<file path="config.mk">
export PLATFORM = sky130hd
export DESIGN_NAME = instr_decode_stage
export DESIGN_NICKNAME = d
export VERILOG_FILES = /design/src/rtl/decode_pkg.sv /design/src/rtl/decode_skid_buf.sv /design/src/rtl/instr_decode_stage.sv
export SDC_FILE = /design/constraint.sdc
export NUM_CORES = 1
export LEC_CHECK = 0
export CAP_MARGIN = 20
export CORE_UTILIZATION = 30
export CTS_BUF_LIST = sky130_fd_sc_hd__clkbuf_8
export CTS_CLUSTER_DIAMETER = 100
export CTS_CLUSTER_SIZE = 14
export DETAILED_ROUTE_END_ITERATION = 8
export DONT_BUFFER_PORTS = 1
export MAX_ROUTING_LAYER = met4
export PLACE_DENSITY = 0.41
export SLEW_MARGIN = 20
export SYNTH_ARGS = -nofsm -noshare
export SYNTH_HDL_FRONTEND = slang
export SYNTH_SLANG_ARGS = --single-unit
</file>
<file path="constraint.sdc">
create_clock -name clk -period 2.6 [get_ports clk]
set_input_delay 0.26 -clock clk [delete_from_list [all_inputs] [get_ports clk]]
set_output_delay 0.26 -clock clk [all_outputs]
set_load 0.02 [all_outputs]
</file>
<file path="src/rtl/decode_pkg.sv">
`default_nettype none
// ============================================================================
// Module : decode_pkg
// Brief  : Shared types and constants for the instruction-decode stage:
//          format enum, opcode constants and the decoded-bundle layout at the
//          default field widths.
// Rev    : 1.0  initial release
// ============================================================================
package decode_pkg;

  // Opcode assignments; everything from OP_RT_FIRST up to NOPS-1 is R-type.
  localparam int OP_IMM      = 0;
  localparam int OP_MOV      = 1;
  localparam int OP_LOAD     = 2;
  localparam int OP_STORE    = 3;
  localparam int OP_RT_FIRST = 4;

  // Default field widths, used by the bundle struct below.
  localparam int DEF_OPW  = 6;
  localparam int DEF_RW   = 5;
  localparam int DEF_AW   = 8;
  localparam int DEF_IMMW = 16;

  typedef enum logic [2:0] {
    FMT_IMM     = 3'd0,
    FMT_MOV     = 3'd1,
    FMT_LOAD    = 3'd2,
    FMT_STORE   = 3'd3,
    FMT_RTYPE   = 3'd4,
    FMT_ILLEGAL = 3'd5
  } fmt_e;

  // Decoded bundle at the default widths; field order matches the flat
  // vector carried through the skid buffer (opcode in the MSBs).
  typedef struct packed {
    logic [DEF_OPW-1:0]  opcode;
    fmt_e                fmt;
    logic [DEF_RW-1:0]   rdst2;
    logic [DEF_RW-1:0]   rdst1;
    logic [DEF_RW-1:0]   rsrc2;
    logic [DEF_RW-1:0]   rsrc1;
    logic [DEF_AW-1:0]   src_addr;
    logic [DEF_AW-1:0]   dst_addr;
    logic [DEF_IMMW-1:0] imm;
    logic                illegal;
  } decode_bundle_t;

endpackage : decode_pkg
`default_nettype wire

</file>
<file path="src/rtl/decode_skid_buf.sv">
`default_nettype none
// ============================================================================
// Module : decode_skid_buf
// Brief  : Two-entry (output register + skid) valid/ready buffer on a flat
//          W-bit payload. Strict FIFO order, full throughput, flushable.
// Ports  : clk, rst_n (async active-low), flush
//          in_valid/in_ready/in_data    upstream side
//          out_valid/out_ready/out_data downstream side
// Rev    : 1.0  initial release
// ============================================================================
module decode_skid_buf #(
  parameter int W = 8
) (
  input  logic         clk,
  input  logic         rst_n,
  input  logic         flush,
  input  logic         in_valid,
  output logic         in_ready,
  input  logic [W-1:0] in_data,
  output logic         out_valid,
  input  logic         out_ready,
  output logic [W-1:0] out_data
);

  logic         out_valid_q, out_valid_d;
  logic [W-1:0] out_data_q,  out_data_d;
  logic         skid_valid_q, skid_valid_d;
  logic [W-1:0] skid_data_q,  skid_data_d;

  logic w_accept;
  logic w_slot_free;

  // in_ready comes straight from a flop, so it drops the cycle after the
  // skid entry fills.
  assign in_ready    = !skid_valid_q;
  assign w_accept    = in_valid && !skid_valid_q;
  assign w_slot_free = !out_valid_q || out_ready;

  always_comb begin
    out_valid_d  = out_valid_q;
    out_data_d   = out_data_q;
    skid_valid_d = skid_valid_q;
    skid_data_d  = skid_data_q;
    if (flush) begin
      out_valid_d  = 1'b0;
      skid_valid_d = 1'b0;
    end else if (w_slot_free) begin
      // A full skid implies in_ready=0, so draining and accepting never
      // happen together here.
      if (skid_valid_q) begin
        out_valid_d  = 1'b1;
        out_data_d   = skid_data_q;
        skid_valid_d = 1'b0;
      end else if (w_accept) begin
        out_valid_d = 1'b1;
        out_data_d  = in_data;
      end else begin
        out_valid_d = 1'b0;
      end
    end else if (w_accept) begin
      skid_valid_d = 1'b1;
      skid_data_d  = in_data;
    end
  end

  always_ff @(posedge clk or negedge rst_n) begin
    if (!rst_n) begin
      out_valid_q  <= 1'b0;
      out_data_q   <= '0;
      skid_valid_q <= 1'b0;
      skid_data_q  <= '0;
    end else begin
      out_valid_q  <= out_valid_d;
      out_data_q   <= out_data_d;
      skid_valid_q <= skid_valid_d;
      skid_data_q  <= skid_data_d;
    end
  end

  assign out_valid = out_valid_q;
  assign out_data  = out_data_q;

endmodule : decode_skid_buf
`default_nettype wire

</file>
<file path="src/rtl/instr_decode_stage.sv">
`default_nettype none
// ============================================================================
// Module : instr_decode_stage
// Brief  : Registered instruction-decode stage. Splits each fetched word into
//          opcode/register/address/immediate fields, classifies its format,
//          zeroes unused fields and flags illegal opcodes. Valid/ready
//          handshake through a 2-entry skid buffer, flush, and a saturating
//          illegal-opcode counter.
// Ports  : clk, rst_n (async active-low), flush
//          in_valid/in_ready/in_instr   fetch side
//          out_valid/out_ready/out_*    decoded bundle
//          illegal_cnt                  accepted illegal words (saturating)
// Rev    : 1.0  initial release
// ============================================================================
module instr_decode_stage
  import decode_pkg::*;
#(
  parameter int IW   = 32,
  parameter int OPW  = 6,
  parameter int RW   = 5,
  parameter int AW   = 8,
  parameter int IMMW = 16,
  parameter int NOPS = 17,
  parameter int CNTW = 16
) (
  input  logic            clk,
  input  logic            rst_n,
  input  logic            flush,
  input  logic            in_valid,
  output logic            in_ready,
  input  logic [IW-1:0]   in_instr,
  output logic            out_valid,
  input  logic            out_ready,
  output logic [OPW-1:0]  out_opcode,
  output logic [2:0]      out_fmt,
  output logic [RW-1:0]   out_rdst2,
  output logic [RW-1:0]   out_rdst1,
  output logic [RW-1:0]   out_rsrc2,
  output logic [RW-1:0]   out_rsrc1,
  output logic [AW-1:0]   out_src_addr,
  output logic [AW-1:0]   out_dst_addr,
  output logic [IMMW-1:0] out_imm,
  output logic            out_illegal,
  output logic [CNTW-1:0] illegal_cnt
);

  localparam int BW = OPW + 3 + 4*RW + 2*AW + IMMW + 1;

  // ---------------------------------------------------------------- decode
  logic [OPW-1:0]  w_opcode;
  fmt_e            w_fmt;
  logic [RW-1:0]   w_rdst2, w_rdst1, w_rsrc2, w_rsrc1;
  logic [AW-1:0]   w_src_addr, w_dst_addr;
  logic [IMMW-1:0] w_imm;
  logic            w_illegal;
  int              w_op_num;

  assign w_opcode = in_instr[IW-1 -: OPW];
  assign w_op_num = int'(w_opcode);

  always_comb begin
    w_fmt      = FMT_ILLEGAL;
    w_rdst2    = '0;
    w_rdst1    = '0;
    w_rsrc2    = '0;
    w_rsrc1    = '0;
    w_src_addr = '0;
    w_dst_addr = '0;
    w_imm      = '0;
    w_illegal  = 1'b0;
    if (w_op_num == OP_IMM) begin
      w_fmt   = FMT_IMM;
      w_rdst2 = in_instr[IW-OPW-1 -: RW];
      w_imm   = in_instr[IMMW-1:0];
    end else if (w_op_num == OP_MOV) begin
      w_fmt   = FMT_MOV;
      w_rdst2 = in_instr[IW-OPW-1 -: RW];
      w_rsrc2 = in_instr[RW-1:0];
    end else if (w_op_num == OP_LOAD) begin
      w_fmt      = FMT_LOAD;
      w_rdst2    = in_instr[IW-OPW-1 -: RW];
      w_src_addr = in_instr[AW-1:0];
    end else if (w_op_num == OP_STORE) begin
      w_fmt      = FMT_STORE;
      w_rsrc2    = in_instr[RW-1:0];
      w_dst_addr = in_instr[IW-OPW-1 -: AW];
    end else if (w_op_num >= OP_RT_FIRST && w_op_num < NOPS) begin
      w_fmt   = FMT_RTYPE;
      w_rdst2 = in_instr[IW-OPW-1 -: RW];
      w_rdst1 = in_instr[IW-OPW-RW-1 -: RW];
      w_rsrc2 = in_instr[2*RW-1:RW];
      w_rsrc1 = in_instr[RW-1:0];
    end else begin
      w_illegal = 1'b1;
    end
  end

  // ------------------------------------------------------------ skid buffer
  logic [BW-1:0] w_bundle_in;
  logic [BW-1:0] w_bundle_out;

  assign w_bundle_in = {w_opcode, w_fmt, w_rdst2, w_rdst1, w_rsrc2, w_rsrc1,
                        w_src_addr, w_dst_addr, w_imm, w_illegal};

  decode_skid_buf #(
    .W (BW)
  ) u_skid (
    .clk       (clk),
    .rst_n     (rst_n),
    .flush     (flush),
    .in_valid  (in_valid),
    .in_ready  (in_ready),
    .in_data   (w_bundle_in),
    .out_valid (out_valid),
    .out_ready (out_ready),
    .out_data  (w_bundle_out)
  );

  assign {out_opcode, out_fmt, out_rdst2, out_rdst1, out_rsrc2, out_rsrc1,
          out_src_addr, out_dst_addr, out_imm, out_illegal} = w_bundle_out;

  // -------------------------------------------------------- illegal counter
  // Counts only words actually captured; a word presented alongside flush is
  // dropped and therefore not counted. Flush never clears the count.
  logic [CNTW-1:0] illegal_cnt_q, illegal_cnt_d;
  logic            w_count_en;

  assign w_count_en = in_valid && in_ready && !flush && w_illegal;

  always_comb begin
    illegal_cnt_d = illegal_cnt_q;
    if (w_count_en && (illegal_cnt_q != {CNTW{1'b1}})) begin
      illegal_cnt_d = illegal_cnt_q + 1'b1;
    end
  end

  always_ff @(posedge clk or negedge rst_n) begin
    if (!rst_n) begin
      illegal_cnt_q <= '0;
    end else begin
      illegal_cnt_q <= illegal_cnt_d;
    end
  end

  assign illegal_cnt = illegal_cnt_q;

endmodule : instr_decode_stage
`default_nettype wire

</file>
* Word level (Yosys, flattened, before mapping)
Cells that the tools add are included.
** Storage, ports and cells
- Output and inout bits :: 80
- Register bits after elaboration :: 142
- Logic and storage cells :: 76
- Bits of input ports :: 37
** Cells by class
- Muxes and demuxes :: 47
- Reduce and logical (&&, ||, !) cells :: 15
- Equality and inequality tests :: 4
- Add/subtract/negate cells :: 1
- Magnitude comparators :: 2
- Bitwise logic cells :: 2
** Operators by type and width (number)
- 2-to-1 mux 62 bit :: 2
- 2-to-1 mux 5 bit :: 20
- 2-to-1 mux 8 bit :: 7
- logical NOT 32 bit :: 1
- adder 16 x 1 -> 16 bit, second input constant :: 1
- 2-to-1 mux 16 bit :: 1
- inequality test 16 bit, second input constant :: 1
- 2-to-1 mux 1 bit :: 13
- == test 6 x 3 -> 1 bit, second input constant :: 2
- 2-to-1 mux 3 bit :: 4
- == test 6 x 2 -> 1 bit, second input constant :: 1
- greater-or-equal comparator 6 x 3 -> 1 bit, second input constant :: 1
- < comparator 6 x 5 -> 1 bit, second input constant :: 1
- AND reduction 3 bit :: 2
- logical AND 1 bit :: 5
- nonzero test 2 bit :: 2
- logical NOT 1 bit :: 3
- nonzero test 3 bit :: 1
- inverter 1 bit :: 2
- logical OR 1 bit :: 1

* Depth between registers and ports, before layout
Gate-level depths: netlist of the first run.
- Depth in word-level cells :: 9
- Depth in mapped cells :: 8
- Mapped depth without buffers :: 5

* By module
From an unflattened synthesis of the first run, not the netlist that was laid out.
** Second synthesis, totals
- Cells, all modules :: 484
- Area total of the unflattened synthesis :: 6831.6 sq um
** Modules (own cells, without submodules)
- decode_skid_buf :: cells each 340, area each 5540.3 sq um, seq. area each 3153.0 sq um, instances 1
- instr_decode_stage :: cells each 144, area each 1291.2 sq um, seq. area each 400.4 sq um, instances 1

* Least setup slack after synthesis of the first run
Ideal clock, no wire load.
- Path type :: register -> register
- Start point :: reg illegal_cnt_q[0], in the netlist illegal_cnt[0]
- End point :: reg illegal_cnt_q[15], in the netlist illegal_cnt[15]
- Setup slack :: 0.875 ns
- Data required time :: 2.461 ns
- Arrival time :: 1.586 ns
- Library setup time :: 0.139 ns
- Clock period less this slack :: 1.725 ns
- Stages on the path, launching flop included :: 7
- Buffers on the path :: 1
- Cells stage by stage :: dfrtp_1 -> ha_1 -> nand3_1 -> nor4_1 -> buf_2 -> nor4b_1 -> xor2_1
** Between the ends
- Longest elaborated chain between the ends :: 2
- Elaborated cells between the ends (all ways) :: 3
- Classes of those cells :: 1 x add/sub; 1 x eq/ne; 1 x reduce/logical
** RTL lines
- from (decl) :: RTL line instr_decode_stage.sv:125 : logic [CNTW-1:0] illegal_cnt_q, illegal_cnt_d;
- from (signal assigned) :: RTL line instr_decode_stage.sv:141 : illegal_cnt_q <= illegal_cnt_d;
- parallel branches: the longest is 2 deep, another holds adder 16 x 1 -> 16 bit
Parallel ways; which one is timed is not known.
A chain may end at the register's enable or synchronous reset.

* Worst setup path in the final report of the first run
- Start point :: reg u_skid.out_valid_q, in the netlist u_skid.out_valid
- End point :: reg u_skid.out_data_q[30], in the netlist u_skid.out_data[30]
** Between the ends
- Longest elaborated chain between the ends :: 3
** RTL lines
- from (decl) :: RTL line decode_skid_buf.sv:25 : logic out_valid_q, out_valid_d;
- from (signal assigned) :: RTL line decode_skid_buf.sv:73 : out_valid_q <= out_valid_d;
- logical NOT 1 bit :: RTL line decode_skid_buf.sv:37 : assign w_slot_free = !out_valid_q || out_ready;
- logical OR 1 bit :: RTL line decode_skid_buf.sv:37
- AND reduction 3 bit (no source line)
- to (signal assigned) :: RTL line decode_skid_buf.sv:74 : out_data_q <= out_data_d;
- to (decl) :: RTL line decode_skid_buf.sv:26 : logic [W-1:0] out_data_q, out_data_d;
No other way between the ends.

==> flow_metrics.tcl, run 1 <==
set metrics [dict create \
    cts_made_buffers 17 \
    portBuffers 0 \
    ir_drop_mv 0.2468 \
    slew_headroom_pct 48.77 \
    clk_transition_reported_paths_ps 80 \
    grt_usage_pct 18.49 \
    regArea_um2 3555 \
    gp_congestion 0.7425 \
    grt_max_degree 143 \
    dieWidth_um 147.0 \
    critical_path_class "reg2reg" \
    final_common_cell "dfrtp_1" \
    hold_buffers 35 \
    ys_ff_latch 142 \
    reg2reg_slack_ps 490 \
    dp.cells 850 \
    tritoncts "built" \
    max_cap_violations 0 \
    antennaDiodeCount 0 \
    drive_gt1_share_pct 9.892 \
    die_area_um2 21620 \
    holdWs_ps -490.9 \
    grt_pass1_wl_um 29490 \
    cp_max_fo 67 \
    syn2layout_area_growth_pct 16.48 \
    htree_levels 4 \
    initial_core_util_pct 30.89 \
    io-pin-count 117 \
    skew_ps 10.17 \
    synth-main-ff-cell "dfrtp_1" \
    syn-instance-count 620 \
    rsz0062_at_grt "no" \
    hp-class "in2async" \
    synth_area_leaders "dfrtp_1 56%, nand2_1 4.9%, a22o_1 4.3%" \
    coreArea_um2 20430 \
    clkLatencyLatePin_ps 440 \
    min_period_ps 2110 \
    nets 672 \
    place_hpwl_um 11010 \
    end_kind "flop" \
    synth_edf_count 0 \
    violations "hold timing" \
    setup_viol 0 \
    crit_required_ps 2920 \
    leakagePower_uw 0.003291 \
    grt_antenna_before_repair 0 \
    utilization_pct 35.98 \
    ant_nets 0 \
    tns_ps 0 \
    synth_top_cell_area_share_pct 56.32 \
    yosys_warnings 0 \
    synth_area_per_cell_um2 10.18 \
    ys_seq_area_share_pct 56.32 \
    n_fill_cell 2082 \
    ys_types 45 \
    dr_total_vias 4821 \
    fmax_mhz 474.0 \
    clock_sinks 142 \
    drt_first_iter_violations 308 \
    critPathArrivalTime_ps 2430 \
    maxSlewViolCount 0 \
    synthesis.area_um2 6310 \
    cts_setup_buffers 0 \
    post-route-period-util_pct 81.14 \
    critPathLaunchType "flop" \
    async_reset_ff_share_pct 100.0 \
    wire_per_inst_um 20.28 \
    grt_overflow_total 0 \
    synth_nets 658 \
    routed_wl_um 18600 \
    status "complete, but fails checks" \
    yosys.area.top_type "dfrtp_1" \
    tightest_slew_ps 766.7 \
    cts_max_path_buffers 2 \
    first_pass_iters 5 \
    first_global_vias 4837 \
    root_buffer "clkbuf_8" \
    power_density_nw_per_um2 755.5 \
    dieHeight_um 147.0 \
    final_cell_mix "141 x dfrtp_1, 81 x nand2_1, 68 x nor2_1" \
    drcViolationCount 0 \
    hold_violations 142 \
    p_total_uw 5552 \
    vias_per_cell 5.257 \
    multi_input_area_um2 2505 \
    stdcell_count 917 \
    row_count 52 \
]
==> cell type report <==
cell class,instances,share of cell area [%]
well taps,270,4.597
repair buffers,51,6.401
flip-flops and latches,142,48.37
clock buffers,20,3.745
inverters,4,0.2043
clock inverters,12,2.605
multi-input cells,418,34.08
==> where the power goes <==
| part | internal, uW | switching [uW] | leakage (uW) | total, uW |
|---|---|---|---|---|
| sequential | 2480 | 485 | 0.00183 | 2960 |
| clock | 1210 | 868 | 0.000237 | 2080 |
| combinational | 243 | 270 | 0.00123 | 512 |
==> state kept, by name (all words and copies together), names as in the netlist <==
| register | count |
|---|---|
| illegal_cnt | 16 |
| u_skid.out_data | 62 |
| u_skid.out_valid | 1 |
| u_skid.skid_data_q | 62 |
| u_skid.skid_valid_q | 1 |
==> worst paths after layout <==
path | endpoint | depth (start not counted) | from
min | u_skid.out_data[21] | 0 | rst_n
max in group asynchronous | u_skid.skid_data_q[3] | 0 | rst_n
max reg2reg | u_skid.out_data[30] | 5 | u_skid.out_valid
min reg2reg | u_skid.skid_data_q[0] | 2 | u_skid.skid_data_q[0]
max | u_skid.out_data[30] | 5 | u_skid.out_valid
min in group clk | u_skid.out_data[60] | 2 | in_instr[30]
==> cell families (layout without fill, tap and decap cells) <==
logic type / Yosys count / after routing / share of synthesized area (%)
flops: 142 / 142 / 56.32
compound gates: 142 / 142 / 16.38
buf+inv: 60 / 87 / 4.224
mux: 8 / 8 / 1.309
simple gates: 252 / 252 / 19.49
xor+xnor: 15 / 15 / 2.082
fa+ha+maj: 1 / 1 / 0.1983
==> synthesized netlist by cell type, types with 3 or more instances <==
cell,instances
a21oi_1,44
a221o_1,15
a221oi_1,21
a22o_1,31
and3_1,11
and4_1,5
buf_2,17
clkbuf_1,35
dfrtp_1,142
inv_1,4
mux2i_1,6
nand2_1,82
nand3_1,38
nand4_1,5
nor2_1,68
nor3_1,9
nor3_2,4
nor3b_1,3
nor4_1,7
o21a_1,6
o21ai_0,19
or2_2,3
or4b_1,5
xor2_1,13
==> layer usage <==
metal  routed length [um]  GRT usage, %
met1                 8267         23.53
met2                 8895         28.53
met3                 1118         4.689
met4                  317         6.495
met5                    0             -
==> what timing repair did <==
action	CTS	global route
resized for setup	0	0
endpoints found under the hold margin	254	142
endpoints found under the setup margin	0	0
==> worst max-delay path, cell delays in order (launching register included) <==
cell	delay, ps
dfrtp_1	480
nor2b_1	220
or3_2	460
buf_4	360
a221oi_1	370
nor2_1	70
==> stage by stage <==
step / instance area (um2) / worst slack, ps / hold WS [ps]
after CTS: 7350 / 506.5 / -530.0
after global routing: 7350 / 332.0 / -533.5
after global placement: 6533 / 534.5 / -28.93
after floorplan: 6310 / 874.9 / -35.59
final: 7350 / 490.3 / -490.9
after detailed placement: 6533 / 518.8 / -28.66
Note: power is estimated with default switching activity, not from simulation.
==> inputs of run 2 (changes only) <==
==> constraint.sdc (replaced) <==
create_clock -name clk -period 2.2 [get_ports clk]
set_input_delay 0.22 -clock clk [delete_from_list [all_inputs] [get_ports clk]]
set_output_delay 0.22 -clock clk [all_outputs]
set_load 0.02 [all_outputs]
==> flow_metrics.tcl, run 2 (synthesis gave the netlist of run 1 again) <==
set metrics [dict create \
    status "complete, but fails checks" \
    violations "hold timing" \
    clk_transition_reported_paths_ps 90 \
    initial_core_util_pct 30.89 \
    drive_gt1_share_pct 11.43 \
    first_pass_iters 4 \
    cts_resized 0 \
    grt_overflow_total 0 \
    cts_max_path_buffers 2 \
    fmax_mhz 509.7 \
    vias_per_cell 5.262 \
    tritoncts "built" \
    tns_ps 0 \
    post-route-period-util_pct 89.19 \
    final_cell_mix "141 x dfrtp_1, 81 x nand2_1, 68 x nor2_1" \
    dieWidth_um 147.0 \
    clock_sinks 142 \
    syn2layout_area_growth_pct 16.78 \
    coreArea_um2 20430 \
    ir_drop_mv 0.3531 \
    tightest_slew_ps 690.2 \
    io-pin-count 117 \
    wire_per_inst_um 19.91 \
    slew_headroom_pct 53.88 \
    critPathLaunchType "flop" \
    drcViolationCount 0 \
    cts_setup_buffers 0 \
    critPathSlowestCell "buf_4" \
    cts_made_buffers 17 \
    root_buffer "clkbuf_8" \
    drt_first_iter_violations 358 \
    portBuffers 0 \
    place_hpwl_um 11130 \
    crit_buf_inv 3 \
    critPathArrivalTime_ps 1740 \
    crit_required_ps 1980 \
    dr_total_vias 4878 \
    ant_nets 0 \
    cpPeakStageDelay_ps 430 \
    end_kind "output port" \
    skew_ps 13.76 \
    power_density_nw_per_um2 862.0 \
    first_global_vias 5041 \
    grt_antenna_before_repair 1 \
    leakagePower_uw 0.003306 \
    hold_buffers 35 \
    max_cap_violations 0 \
    hold_violations 142 \
    path_common_cell "buf_4" \
    htree_levels 4 \
    cp_max_fo 44 \
    die_area_um2 21620 \
    path_delay_family "buffers and inverters" \
    routed_wl_um 18450 \
    holdWs_ps -543.1 \
    maxSlewViolCount 0 \
    grt_max_degree 143 \
    grt_usage_pct 18.40 \
    row_count 52 \
    grt_pass1_wl_um 29510 \
    hp-class "in2async" \
    critical_path_class "reg2out" \
    utilization_pct 36.07 \
    crit_chain "buf_4 > inv_1 > buf_4" \
    final_common_cell "dfrtp_1" \
    gp_congestion 0.7474 \
    dieHeight_um 147.0 \
    setup_viol 0 \
    min_period_ps 1962 \
    nets 681 \
    rsz0062_at_grt "no" \
    clkLatencyLatePin_ps 450 \
]
==> run 2: cell count changes in the layout (fill, tap and decap cells not counted), sizes merged <==
cell      previous run  this run
diode                0         1
clkinvlp             2         3
clkbuf              20        17
buf                 16        25
clkinv               3         7
bufinv               5         3
==> run 2: path summary, 6_finish.rpt <==
kind	startpoint	to	slack, ps	cells after the start
min in group clk	in_instr[26]	u_skid.out_data[56]	20	2
min reg2reg	u_skid.skid_data_q[58]	u_skid.skid_data_q[58]	480	2
max in group asynchronous	rst_n	u_skid.skid_data_q[29]	2520	0
max reg2reg	u_skid.out_valid	u_skid.out_data[30]	300	5
min	rst_n	u_skid.out_data[21]	-540	0
max	u_skid.skid_valid_q	in_ready	240	3
==> run 2: area by class of cell <==
type                    count  area, um2
well taps                 270      337.8
fillers                  2118      13060
clock buffers              17      234.0
clock inverters            15      168.9
inverters                   4      15.01
diodes                      1      2.502
repair buffers             60      550.5
multi-input cells         418       2505
flip-flops and latches    142       3555
==> run 2: power breakdown <==
part	leakage (uW)	internal [uW]	switching [uW]	total, uW
Clock	0.000202	1120	1080	2200
Sequential	0.00183	2930	493	3420
Combinational	0.00128	328	409	737
Total	0.00331	4370	1980	6350
==> run 2: stage by stage <==
step / power [uW] / instances / hold slack [ps] / area [um2] / worst slack (ps)
finish: 6352 / 927 / -543.1 / 7368 / 237.9
global route: 6691 / 927 / -594.8 / 7368 / 113.9
CTS: 6453 / 926 / -577.6 / 7366 / 196.0
detailed placement: 4133 / 859 / -70.19 / 6613 / 305.3
global placement: 4107 / 859 / -69.52 / 6613 / 329.4
floorplan: 3907 / 620 / -75.59 / 6310 / 474.9
==> run 2: metal layers <==
layer	vias to the layer above	wire, um	track usage, %
met5	-	0	-
met4	0	127	4.897
met3	6	1119	5.124
li1	2269	-	-
met2	154	9085	29.50
met1	2449	8122	22.80
==> inputs of run 3 (changes only) <==
--- a/config.mk
+++ b/config.mk
@@ -18,3 +18,4 @@
 export SYNTH_ARGS = -nofsm -noshare
 export SYNTH_HDL_FRONTEND = slang
 export SYNTH_SLANG_ARGS = --single-unit
+export TNS_END_PERCENT = 5
==> results of run 3 <==
Final layout, timing and power as in run 2 (identical DEF).
